--- src/rtl/cpu_bus_arb.sv ---
// CPU bus arbiter: sprite DMA and DMC fetches steal the shared bus from the CPU after one dummy-read halt cycle.
// Latency: one halt cycle before the first grant, then combinational grants; read data passes through with no delay.
// Backpressure: o_cpu_rdy=0 stalls the CPU. Requesters hold their request until granted. Build option: CPU_BUS_ARB_DMC_EN enables the DMC port.
module cpu_bus_arb (
  input  logic        i_clk,
  input  logic        i_rst,
  input  logic [15:0] i_cpu_addr,
  input  logic        i_cpu_wn,
  input  logic [7:0]  i_cpu_wdata,
  output logic        o_cpu_rdy,
  input  logic        i_spr_req,
  input  logic [15:0] i_spr_addr,
  input  logic        i_spr_wn,
  input  logic [7:0]  i_spr_wdata,
  output logic        o_spr_gnt,
  input  logic        i_dmc_req,
  input  logic [15:0] i_dmc_addr,
  output logic        o_dmc_gnt,
  output logic [15:0] o_bus_addr,
  output logic        o_bus_wn,
  output logic [7:0]  o_bus_wdata,
  input  logic [7:0]  i_bus_rdata,
  output logic [7:0]  o_rdata,
  output logic        o_dma_busy,
  output logic [15:0] o_stall_cnt
);

  typedef enum logic [1:0] {
    ARB_CPU  = 2'b00,
    ARB_HALT = 2'b01,
    ARB_DMA  = 2'b10
  } arb_state_t;

  arb_state_t  state;
  logic [15:0] addr_hold;
  logic [15:0] stall_cnt;
  logic        dmc_req;
  logic [15:0] dmc_addr;
  logic        cpu_owns;
  logic        in_dma;
  logic        spr_gnt;
  logic        dmc_gnt;

`ifdef CPU_BUS_ARB_DMC_EN
  assign dmc_req  = i_dmc_req;
  assign dmc_addr = i_dmc_addr;
`else
  // DMC port is present but inert in this build
  assign dmc_req  = i_dmc_req & 1'b0;
  assign dmc_addr = i_dmc_addr & 16'h0000;
`endif

  // The CPU owns the bus in ARB_CPU, in the unused 2'b11 code, and while reset is held
  assign cpu_owns = i_rst | ~((state == ARB_HALT) | (state == ARB_DMA));
  assign in_dma   = ~i_rst & (state == ARB_DMA);
  assign dmc_gnt  = in_dma & dmc_req;
  assign spr_gnt  = in_dma & i_spr_req & ~dmc_req;

  // Arbitration state: a halt is only taken on a CPU read cycle
  always_ff @(posedge i_clk) begin
    if (i_rst) begin
      state <= ARB_CPU;
    end else begin
      case (state)
        ARB_CPU:  if ((i_spr_req | dmc_req) & i_cpu_wn) state <= ARB_HALT;
        ARB_HALT: state <= ARB_DMA;
        ARB_DMA:  if (~i_spr_req & ~dmc_req) state <= ARB_CPU;
        default:  state <= ARB_CPU;
      endcase
    end
  end

  // Bus mux: DMC beats sprite. Halt and idle DMA cycles are reads with no write data.
  always_comb begin
    o_bus_addr  = i_cpu_addr;
    o_bus_wn    = i_cpu_wn;
    o_bus_wdata = i_cpu_wdata;
    if (~cpu_owns) begin
      o_bus_wn    = 1'b1;
      o_bus_wdata = 8'h00;
      if (dmc_gnt) begin
        o_bus_addr = dmc_addr;
      end else if (spr_gnt) begin
        o_bus_addr  = i_spr_addr;
        o_bus_wn    = i_spr_wn;
        o_bus_wdata = i_spr_wdata;
      end else if (state == ARB_HALT) begin
        o_bus_addr = i_cpu_addr;
      end else begin
        o_bus_addr = addr_hold;
      end
    end
  end

  // Remember the last driven address so an idle DMA cycle does not glitch the bus
  always_ff @(posedge i_clk) begin
    if (i_rst) addr_hold <= 16'h0000;
    else       addr_hold <= o_bus_addr;
  end

  // Saturating count of cycles the CPU spent stalled; only reset clears it
  always_ff @(posedge i_clk) begin
    if (i_rst)                                stall_cnt <= 16'h0000;
    else if (~cpu_owns && stall_cnt != 16'hFFFF) stall_cnt <= stall_cnt + 16'h0001;
  end

  assign o_cpu_rdy   = cpu_owns;
  assign o_dma_busy  = ~cpu_owns;
  assign o_spr_gnt   = spr_gnt;
  assign o_dmc_gnt   = dmc_gnt;
  assign o_rdata     = i_bus_rdata;
  assign o_stall_cnt = stall_cnt;

endmodule

--- config.mk ---
export PLATFORM = sky130hd
export DESIGN_NAME = cpu_bus_arb
export DESIGN_NICKNAME = d
export VERILOG_FILES = /design/src/rtl/cpu_bus_arb.sv
export SDC_FILE = /design/constraint.sdc
export NUM_CORES = 1
export LEC_CHECK = 0
export ABC_AREA = 1
export CORE_AREA = 5 5 67 69
export CTS_CLUSTER_DIAMETER = 100
export DETAILED_ROUTE_END_ITERATION = 6
export DIE_AREA = 0 0 72 74
export DONT_BUFFER_PORTS = 1
export PLACE_DENSITY_LB_ADDON = 0.15
export SYNTH_ARGS = -nofsm -noshare
export SYNTH_HDL_FRONTEND = slang
export SYNTH_SLANG_ARGS = --single-unit
--- constraint.sdc ---
create_clock -name i_clk -period 1.91 [get_ports i_clk]
set_input_delay 0.0955 -clock i_clk [delete_from_list [all_inputs] [get_ports i_clk]]
set_output_delay 0.0955 -clock i_clk [all_outputs]
set_load 0.05 [all_outputs]
### Word-level counts from Yosys, hierarchy flattened

Cells that the tools add are included.

* equality and inequality tests: 5
* add/sub/neg operators: 1
* reduce and logical (&&, ||, !) cells: 3
* muxes and demuxes: 10
* bitwise gates (word level): 8

Operators with widths (number)
* $mux 16: 3
* $add 16x1->16 const B: 1
* $mux 8: 2
* $ne 16x16->1 const B: 1
* $pmux 2 s3: 1
* $mux 2: 2
* $ne 2x2->1 const B: 2
* $and 1x1->1: 3
* $not 1->1: 3
* $eq 2x1->1 const B: 1
* $eq 2x2->1 const B: 1
* $logic_not 2->1: 1
* $mux 1: 2
* $or 1x1->1: 2
* $reduce_and 2->1: 1
* $logic_and 1x1->1: 1

* register bits: 34
* logic and storage cells: 30
* input port bits: 78
* output and inout port bits: 53

### Longest topological paths before layout

Gate-level depths: netlist of run 1.

* word-level depth: 6
* depth in mapped cells: 11
* depth with buffers taken out: 10

### Worst setup path before layout of run 1

No wires, ideal clock.

* kind: register -> output
* from: register state[0]
* to: output port o_bus_wn
* stages on the path, launching flop included: 9
* data required time: 1.814 ns
* path slack: -0.349 ns
* arrival: 2.164 ns
* path buffers: 2
* path through: dfxtp_1 -> inv_1 -> ha_1 -> inv_2 -> nor2_2 -> buf_4 -> buf_2 -> nor2_1 -> a21oi_1

* cells in the longest elaborated chain, start to end: 5
* elaborated cells on any way between the ends: 9
* classes of those cells: eq/ne: 2; mux: 2; bitwise: 5

Ends and longest elaborated chain
* start, declared: RTL line 34 `arb_state_t state;`
* start signal, assigned: RTL line 62 `state <= ARB_CPU;`
* start signal, assigned: RTL line 65 `ARB_CPU: if ((i_spr_req | dmc_req) & i_cpu_wn) state <= ARB_HALT;`
* start signal, assigned: RTL line 66 `ARB_HALT: state <= ARB_DMA;`
* $eq 2x2->1 or $eq 2x1->1 (tied branches): RTL line 54, 55
* $and 1x1->1 or $or 1x1->1 (tied branches): RTL line 55, 54
* $and 1x1->1 or $not 1->1 (tied branches): RTL line 57, 54
* $mux 1 or $or 1x1->1 (tied branches): RTL line 83, 54
* $mux 1 (*): RTL line 78 `if (~cpu_owns) begin`
* end, declared: RTL line 20 `output logic o_bus_wn,`

Mark *: on every way between the ends. The rest lies on a longest branch, timed or not.

### Worst setup path in the final report of run 1

* from: register state[0]
* to: output port o_bus_addr[14]

* cells in the longest elaborated chain, start to end: 5
* elaborated cells on any way between the ends: 10
* classes of those cells: eq/ne: 2; mux: 3; bitwise: 5

Ends and longest elaborated chain
* $eq 2x2->1 or $eq 2x1->1 (tied branches): RTL line 54, 55, 87
* $and 1x1->1 or $or 1x1->1 (tied branches): RTL line 55, 54
* $and 1x1->1 or $not 1->1 (tied branches): RTL line 57, 54
* $mux 16 or $or 1x1->1 (tied branches): RTL line 83, 54
* $mux 16 (*): RTL line 78
* end, declared: RTL line 19 `output logic [15:0] o_bus_addr,`

Marks and branches as above.

==> flow_summary.json, run 1 <==
{
  "grt_usage": 0.256,
  "yosysWarnings": 0,
  "max_freq_mhz": 521,
  "io_buffer_count": 0,
  "path_depth": 11,
  "core_um2": 3860,
  "wl_per_cell_um": 15.1,
  "setup_ws_ps": -9.12,
  "hold_viol_final": 0,
  "crit_buf_inv": 7,
  "intPower_w": 0.00286,
  "seqCellArea_um2": 683,
  "synth_top_cells_by_area": "dfxtp_1 29%, nand2_1 20%, nor2_1 11%",
  "outcome": "finished with violations",
  "r2r_start": "state[0]",
  "power.density_nw_per_um2": 1710,
  "dr.pass1.iters": 4,
  "p_switching_w": 0.00268,
  "diodes": 0,
  "fin_nets": 517,
  "vias": 2586,
  "grt_setup_unrepaired": "yes",
  "maxCapViolations": 0,
  "yosysTopAreaCell": "dfxtp_1",
  "die_y_um": 74,
  "rows": 23,
  "fillerInstances": 254,
  "antenna_found_initial": 0,
  "yosysSeqAreaShare": 0.294,
  "total_power_w": 0.00554,
  "crit_chain": "inv_4 > ha_4 > inv_2 > nor2_4 > buf_12 > buf_8 > buf_16 > nand2_1 > nand2_1 > inv_2 > buf_12",
  "h-tree-depth": 2,
  "power_frac_comb": 0.747,
  "synth.avg_cell_area_um2": 5.96,
  "crit_family": "buffers and inverters",
  "area_delta_synth_final_pct": 40.3,
  "setup_viol": 1,
  "switching_share": 0.483,
  "clock_sinks": 34,
  "cp.required_ps": 1810,
  "final_cell_mix": "119 x nand2_1, 67 x nor2_1, 48 x inv_1",
  "critPathLaunchType": "flop",
  "hold_start": "i_cpu_addr[2]",
  "maxSlewHeadroom": 0.596,
  "crit_end": "o_bus_addr[14]",
  "cts.path.max_buffers": 2,
  "slew_violations": 0,
  "dp.final_hpwl_um": 4540,
  "layout-drive-gt1-share": 0.251,
  "r2r-end": "o_stall_cnt[13]",
  "syn_inst": 388,
  "start_util": 0.600,
  "syn_area_um2": 2310,
  "first_global_vias": 2451,
  "syn_nets": 471,
  "reg2reg_depth": 11,
  "numCtsBuffers": 5,
  "die_area_um2": 5330,
  "period_needed_ps": 1920,
  "hp-class": "in -> reg",
  "io_pins": 131,
  "clock_latency_ps": 290,
  "endpoint_kind": "output port",
  "drtIter0Drc": 196,
  "fin_skew_ps": 6.45,
  "route.detailed.drc": 0,
  "violations": "setup timing",
  "fin_setup_tns_ps": -9.12,
  "rrSetupSlack_ps": 40,
  "grt_pass1_wl_um": 10700,
  "globalplace.congestion": 0.891,
  "cp_max_fo": 6,
  "p_leak_nw": 1.61,
  "worstMarginPinSlew_ps": 605,
  "multi_input_area_um2": 1340,
  "die_w_um": 72,
  "pwr-share-clk": 0.089,
  "drtAntennaViolNets": 0,
  "synth-seq-cells": 34,
  "ir_drop_mv": 1.23,
  "grt_start_max_net_pins": 21,
  "ys_types": 25,
  "max_stage_delay_ps": 360,
  "cp-startpoint": "state[0]",
  "clk_pin_slew_ps": 70,
  "final_common_cell": "nand2_1",
  "cpMaxStageDelayCell": "dfxtp_2",
  "critPathArrivalTime_ps": 1820,
  "synth.top_cell.area_share": 0.294,
  "wirelength_um": 7290,
  "cts-root-buf": "clkbuf_8",
  "cts_tree": "built",
  "viasPerCell": 5.34,
  "critical_path_class": "reg -> out",
  "period_share": 1.00,
  "grt_remaining_overflow": 0,
  "seq_power_share": 0.164
}
state kept, by name, summed over array words and instances (netlist names):
register and flops:
addr_hold 16, o_stall_cnt 16, state 2
tightest hold or removal path: cells and delay by family:
kind | cells | cell delay, ps
simple gates | 3 | 150
buf+inv | 1 | 30
power groups by stage:
stage / registers (W) / clock network (W) / logic, W
final: 0.000906 / 0.000494 / 0.00414
after global routing: 0.000915 / 0.000522 / 0.00437
after CTS: 0.000890 / 0.000504 / 0.00380
after detailed placement: 0.000898 / 0 / 0.00347
after global placement: 0.000890 / 0 / 0.00341
after floorplan: 0.000958 / 0 / 0.00206
metal layers:
metal / GRT usage / wire, um
met1: 0.245 / 2580
met2: 0.487 / 3910
met3: 0.0716 / 525
met4: 0.152 / 270
met5: 0 / 0
worst min path at each step:
stage / endpoint / cells after the start / slack (ps)
after detailed placement: addr_hold[2] / 1 / 170
after floorplan: addr_hold[0] / 4 / 320
after CTS: addr_hold[2] / 4 / 30
final: addr_hold[2] / 4 / 30
after global routing: addr_hold[1] / 4 / 50
after global placement: addr_hold[2] / 1 / 170
cells in the mapped netlist:
| master | instances |
|---|---|
| o21ai_1 | 9 |
| dfxtp_1 | 34 |
| conb_1 | 1 |
| nand2_4 | 2 |
| nor2_4 | 6 |
| buf_2 | 7 |
| inv_2 | 3 |
| nor3_1 | 1 |
| nand3_1 | 11 |
| nand2_1 | 125 |
| o21ai_0 | 21 |
| nor2_1 | 68 |
| clkbuf_1 | 1 |
| buf_6 | 3 |
| nor2_2 | 2 |
| buf_1 | 1 |
| nand4_1 | 2 |
| nand4_4 | 1 |
| nand2_2 | 3 |
| nand3_2 | 2 |
| clkbuf_8 | 1 |
| ha_1 | 5 |
| buf_4 | 11 |
| a21oi_1 | 13 |
| inv_1 | 55 |
what timing repair did:
item / in CTS / in global routing
endpoints found under the hold margin: 16 / 0
setup endpoints to repair: 25 / 25
resized for setup: 15 / 38
pin swaps: 0 / 4
gates cloned: 2 / 3
buffers inserted: 4 / 7
hold buffers: 1 / 0
area by class of cell:
type,instances,share of cell area
multi-input cells,273,0.413
clock buffers,7,0.0235
repair buffers,62,0.264
flip-flops and latches,34,0.211
well taps,50,0.0193
inverters,58,0.0694
through the flow:
step                hold slack [ps]  setup slack (ps)   util  cell area [um^2]  cells
floorplan                       318              24.8      -              2320    388
global placement                170              97.8  0.750              2890    462
detailed placement              172              40.5  0.750              2890    462
CTS                            30.2            -0.403  0.810              3120    476
global route                   45.9             -58.1  0.841              3240    484
finish                         32.4             -9.12  0.841              3240    484
cells by family (layout without fill, tap and decap cells):
group                      after synthesis  count (layout)  share of synthesized area
and+or+nand+nor                        223             224                      0.415
buffers and inverters                   82             127                      0.169
AOI/OAI and AO/OA                       43              43                     0.0931
DFF                                     34              34                      0.294
adders and majority gates                5               5                     0.0271
other                                    1               1                    0.00162
Note: power is estimated with default switching activity, not from simulation.
==> run 2, diff against run 1 <==
--- a/config.mk
+++ b/config.mk
@@ -11,7 +11,7 @@
 export DETAILED_ROUTE_END_ITERATION = 6
 export DIE_AREA = 0 0 72 74
 export DONT_BUFFER_PORTS = 1
-export PLACE_DENSITY_LB_ADDON = 0.15
+export PLACE_DENSITY = 0.77
 export SYNTH_ARGS = -nofsm -noshare
 export SYNTH_HDL_FRONTEND = slang
 export SYNTH_SLANG_ARGS = --single-unit
==> constraint.sdc (replaced) <==
create_clock -name i_clk -period 1.91 [get_ports i_clk]
set_input_delay 0.382 -clock i_clk [delete_from_list [all_inputs] [get_ports i_clk]]
set_output_delay 0.382 -clock i_clk [all_outputs]
set_load 0.05 [all_outputs]
==> run 2 against run 1 <==
Total power grew 5.5%. Clock power grew 13%. Via count grew 8.5%. Sequential power is essentially flat. Final area grew 4.1%. Largest cell class unchanged. Hold slack gained 130 ps. Wire length grew 23%. The run still ends with setup timing left. Clock-buffer cell count is the same. Maximum frequency shrank 14%.
==> flow_summary.json, run 2 (synthesized netlist as in run 1, its figures left out) <==
{
  "utilization": 0.875,
  "drtIter0Drc": 469,
  "cp_common_cell": "nand2_2",
  "switching_share": 0.510,
  "ir_drop_mv": 1.02,
  "outcome": "finished with violations",
  "numCtsBuffers": 5,
  "power.density_nw_per_um2": 1730,
  "grt_start_max_net_pins": 19,
  "pwr-share-clk": 0.095,
  "crit_chain": "inv_2 > ha_2 > nand2_4 > buf_4 > o21ai_1 > nand2_2 > nand2_2 > clkinvlp_4",
  "reg2reg_depth": 14,
  "route.detailed.drc": 0,
  "critical_path_class": "reg -> out",
  "fin_setup_tns_ps": -6090,
  "die_y_um": 74,
  "cp_max_fo": 6,
  "rows": 23,
  "first_global_vias": 2390,
  "grt_remaining_overflow": 0,
  "start_util": 0.600,
  "vias": 2806,
  "grt_pass1_wl_um": 11400,
  "period_needed_ps": 2230,
  "clock_sinks": 34,
  "wirelength_um": 8950,
  "seq_power_share": 0.155,
  "dp.final_hpwl_um": 4510,
  "grt_setup_unrepaired": "yes",
  "final_cell_mix": "99 x nand2_1, 63 x nor2_1, 32 x dfxtp_1",
  "dr.pass1.iters": 6,
  "grt_usage": 0.273,
  "p_leak_nw": 1.60,
  "final_common_cell": "nand2_1",
  "setup_viol": 28,
  "viasPerCell": 5.82,
  "fin_nets": 514,
  "intPower_w": 0.00286,
  "setup_ws_ps": -319,
  "fin_skew_ps": 6.91,
  "die_w_um": 72,
  "max_stage_delay_ps": 340,
  "hold_viol_final": 0,
  "antenna_found_initial": 0,
  "clk_pin_slew_ps": 70,
  "crit_buf_inv": 3,
  "cpMaxStageDelayCell": "dfxtp_2",
  "p_switching_w": 0.00298,
  "drtAntennaViolNets": 0,
  "hold_buffers": 0,
  "diodes": 0,
  "io_buffer_count": 0,
  "hp-class": "in -> reg",
  "clock_latency_ps": 290,
  "cts_tree": "built",
  "slew_violations": 0,
  "max_freq_mhz": 449,
  "path_depth": 8,
  "cts.path.max_buffers": 2,
  "period_share": 1.17,
  "critPathLaunchType": "flop",
  "critPathArrivalTime_ps": 1850,
  "layout-drive-gt1-share": 0.366,
  "wl_per_cell_um": 18.6,
  "power_frac_comb": 0.750,
  "cts-root-buf": "clkbuf_8",
  "die_area_um2": 5330,
  "hold_depth": 1,
  "violations": "setup timing",
  "h-tree-depth": 2,
  "io_pins": 131,
  "endpoint_kind": "output port",
  "area_delta_synth_final_pct": 46.0,
  "maxCapViolations": 0,
  "globalplace.congestion": 0.841,
  "cp.required_ps": 1530,
  "fillerInstances": 209,
  "crit_family": "buffers and inverters",
  "core_um2": 3860
}
run 2: through the flow:
| stage | total power, W | setup slack (ps) | std cells | cell area, um^2 | hold WS [ps] |
|---|---|---|---|---|---|
| after floorplan | 0.00313 | -40.1 | 388 | 2370 | 536 |
| after global placement | 0.00404 | -36.7 | 459 | 2800 | 457 |
| after detailed placement | 0.00412 | -93.0 | 459 | 2800 | 458 |
| after CTS | 0.00540 | -226 | 478 | 3220 | 155 |
| after global routing | 0.00608 | -363 | 482 | 3380 | 153 |
| final | 0.00585 | -319 | 482 | 3380 | 161 |
run 2: routing by layer:
metal / global-route usage / up-vias / wire [um]
met5: 0 / - / 0
li1: - / 1243 / -
met2: 0.494 / 241 / 4340
met4: 0.0939 / 0 / 544
met3: 0.0716 / 59 / 962
met1: 0.314 / 1263 / 3100
run 2: final cells by class:
cell class,instances,area [um^2],area share
Clock buffer,7,86.3,0.0256
Clock inverter,1,5.00,0.00148
Inverter,58,249,0.0738
Multi-Input combinational cell,274,1500,0.445
Sequential cell,34,683,0.202
Tap cell,50,62.6,0.0185
Timing Repair Buffer,58,788,0.234
run 2: final timing paths:
path | start | to | slack [ps]
setup / recovery | state[0] | o_bus_addr[10] | -320
hold / removal | i_rst | addr_hold[10] | 160
setup reg to reg | state[0] | o_stall_cnt[13] | -80
hold reg to reg | o_stall_cnt[7] | o_stall_cnt[7] | 570
run 2: timing repair:
| item | 4_1_cts | 5_1_grt |
|---|---|---|
| cloned | 4 | 1 |
| resized for setup | 73 | 40 |
| pin swaps | 9 | 7 |
| setup buffers | 7 | 4 |
| endpoints found under the hold margin | 0 | 0 |
| endpoints found under the setup margin | 27 | 30 |
run 2: power by group through the flow:
stage	clock network [W]	logic, W	registers, W
6_report	0.000557	0.00438	0.000908
5_1_grt	0.000586	0.00457	0.000920
4_1_cts	0.000563	0.00394	0.000899
3_5_place_dp	0	0.00322	0.000904
3_3_place_gp	0	0.00314	0.000897
2_1_floorplan	0	0.00218	0.000958
==> run 3, diff against run 2 <==
--- a/config.mk
+++ b/config.mk
@@ -12,6 +12,7 @@
 export DIE_AREA = 0 0 72 74
 export DONT_BUFFER_PORTS = 1
 export PLACE_DENSITY = 0.77
+export REMOVE_ABC_BUFFERS = 1
 export SYNTH_ARGS = -nofsm -noshare
 export SYNTH_HDL_FRONTEND = slang
 export SYNTH_SLANG_ARGS = --single-unit
==> run 3 against run 2 <==
The run still ends with setup timing left. Clock-buffer cell count is the same. Total power grew 1.6%. Sequential cell count is the same. Clock power shrank 5.9%. Maximum frequency shrank 1.8%. Wire length grew 0.28%. Via count shrank 2.8%. Critical path type unchanged.
==> flow_summary.json, run 3 (synthesized netlist as in run 1, its figures left out) <==
{
  "dr_wl_met3_um": 1010,
  "critPathArrivalTime_ps": 1890,
  "slew_violations": 0,
  "endpoint_kind": "output port",
  "globalplace.congestion": 0.877,
  "p_leak_nw": 1.64,
  "die_y_um": 74,
  "clk_pin_slew_ps": 70,
  "layout-drive-gt1-share": 0.351,
  "grt_pass1_wl_um": 10500,
  "period_needed_ps": 2270,
  "seqCellArea_um2": 683,
  "dpl_worst_slack_ps": 14.9,
  "grt_remaining_overflow": 0,
  "route.detailed.drc": 0,
  "cts.path.max_buffers": 2,
  "ir_drop_mv": 1.62,
  "clock_sinks": 34,
  "outcome": "finished with violations",
  "fin_skew_ps": 4.61,
  "period_share": 1.19,
  "cts-root-buf": "clkbuf_8",
  "critical_path_class": "reg -> out",
  "dp.final_hpwl_um": 4650,
  "numCtsBuffers": 5,
  "total_power_w": 0.00594,
  "setup_viol": 26,
  "grt_usage": 0.250,
  "grt_setup_unrepaired": "yes",
  "cp_max_fo": 8,
  "fillerInstances": 178,
  "io_pins": 131,
  "multi_input_area_um2": 1450,
  "maxCapViolations": 0,
  "wl_per_cell_um": 18.3,
  "io_buffer_count": 0,
  "core_um2": 3860,
  "violations": "setup timing",
  "first_global_vias": 2396,
  "dr.pass1.iters": 5,
  "diodes": 0,
  "hold_buffers": 0,
  "grt_start_max_net_pins": 38,
  "top_layer": "met4",
  "die_area_um2": 5330,
  "hp-class": "in -> reg",
  "final_cell_mix": "92 x nand2_1, 65 x nor2_1, 35 x inv_1",
  "drtAntennaViolNets": 0,
  "hold_viol_final": 0,
  "clock_latency_ps": 290,
  "power.density_nw_per_um2": 1740,
  "drtIter0Drc": 200,
  "max_freq_mhz": 440,
  "h-tree-depth": 2,
  "die_w_um": 72,
  "fin_nets": 522,
  "cts_tree": "built",
  "route.met2.wl_um": 4540,
  "antenna_found_initial": 0,
  "wirelength_um": 8970,
  "start_util": 0.600,
  "final_common_cell": "nand2_1",
  "wirelength_met1_um": 2980,
  "vias": 2728,
  "viasPerCell": 5.58,
  "setup_ws_ps": -360,
  "area_delta_synth_final_pct": 47.4,
  "rows": 23,
  "critPathLaunchType": "flop",
  "cp.required_ps": 1530
}
run 3: metal layers:
layer  track usage  up-vias
li1              -     1263
met2         0.449      192
met5             0        -
met1         0.249     1230
met4        0.0981        0
met3         0.120       43
run 3: path summary, 6_finish.rpt:
path	start	end	slack, ps	cells after the start
max reg2reg	state[1]	o_stall_cnt[13]	150	11
min reg2reg	state[1]	state[1]	540	2
max	state[1]	o_bus_addr[15]	-360	11
min	i_rst	addr_hold[2]	150	1
run 3: cell type report:
cell class | count | share of cell area
repair buffers | 66 | 0.266
inverters | 58 | 0.0683
flip-flops and latches | 34 | 0.200
well taps | 50 | 0.0184
clock buffers | 7 | 0.0224
multi-input cells | 274 | 0.425
run 3: per-stage QoR:
| stage | instance area (um^2) | utilization | std cells | setup TNS (ps) | hold WS, ps |
|---|---|---|---|---|---|
| after global placement | 2980 | 0.772 | 470 | 0 | 456 |
| final | 3410 | 0.884 | 489 | -7630 | 152 |
| after CTS | 3130 | 0.812 | 478 | -4360 | 151 |
| after global routing | 3410 | 0.884 | 489 | -8980 | 141 |
| after floorplan | 2140 | - | 364 | -44040 | 454 |
| after detailed placement | 2980 | 0.772 | 470 | 0 | 457 |
run 3: what timing repair did:
item | CTS | global route
pin swaps | 1 | 9
resized for setup | 42 | 45
endpoints found under the setup margin | 27 | 27
buffers inserted | 1 | 6
gates cloned | 0 | 5
run 3: worst max-delay path, stage by stage, from the launching register on:
cell and delay (ps):
dfxtp_2 360, inv_4 60, ha_4 270, inv_2 50, nor2_4 120, buf_6 110
nand2_4 60, clkbuf_16 170, nand2_1 80, nand2_1 90, inv_2 80, buf_12 130
run 3: power breakdown:
part	switching [W]	leakage, nW	total [W]	internal, W
Clock	0.000272	0.0383	0.000524	0.000251
Combinational	0.00260	1.32	0.00449	0.00190
Sequential	0.0000793	0.280	0.000923	0.000844
Total	0.00295	1.64	0.00594	0.00299
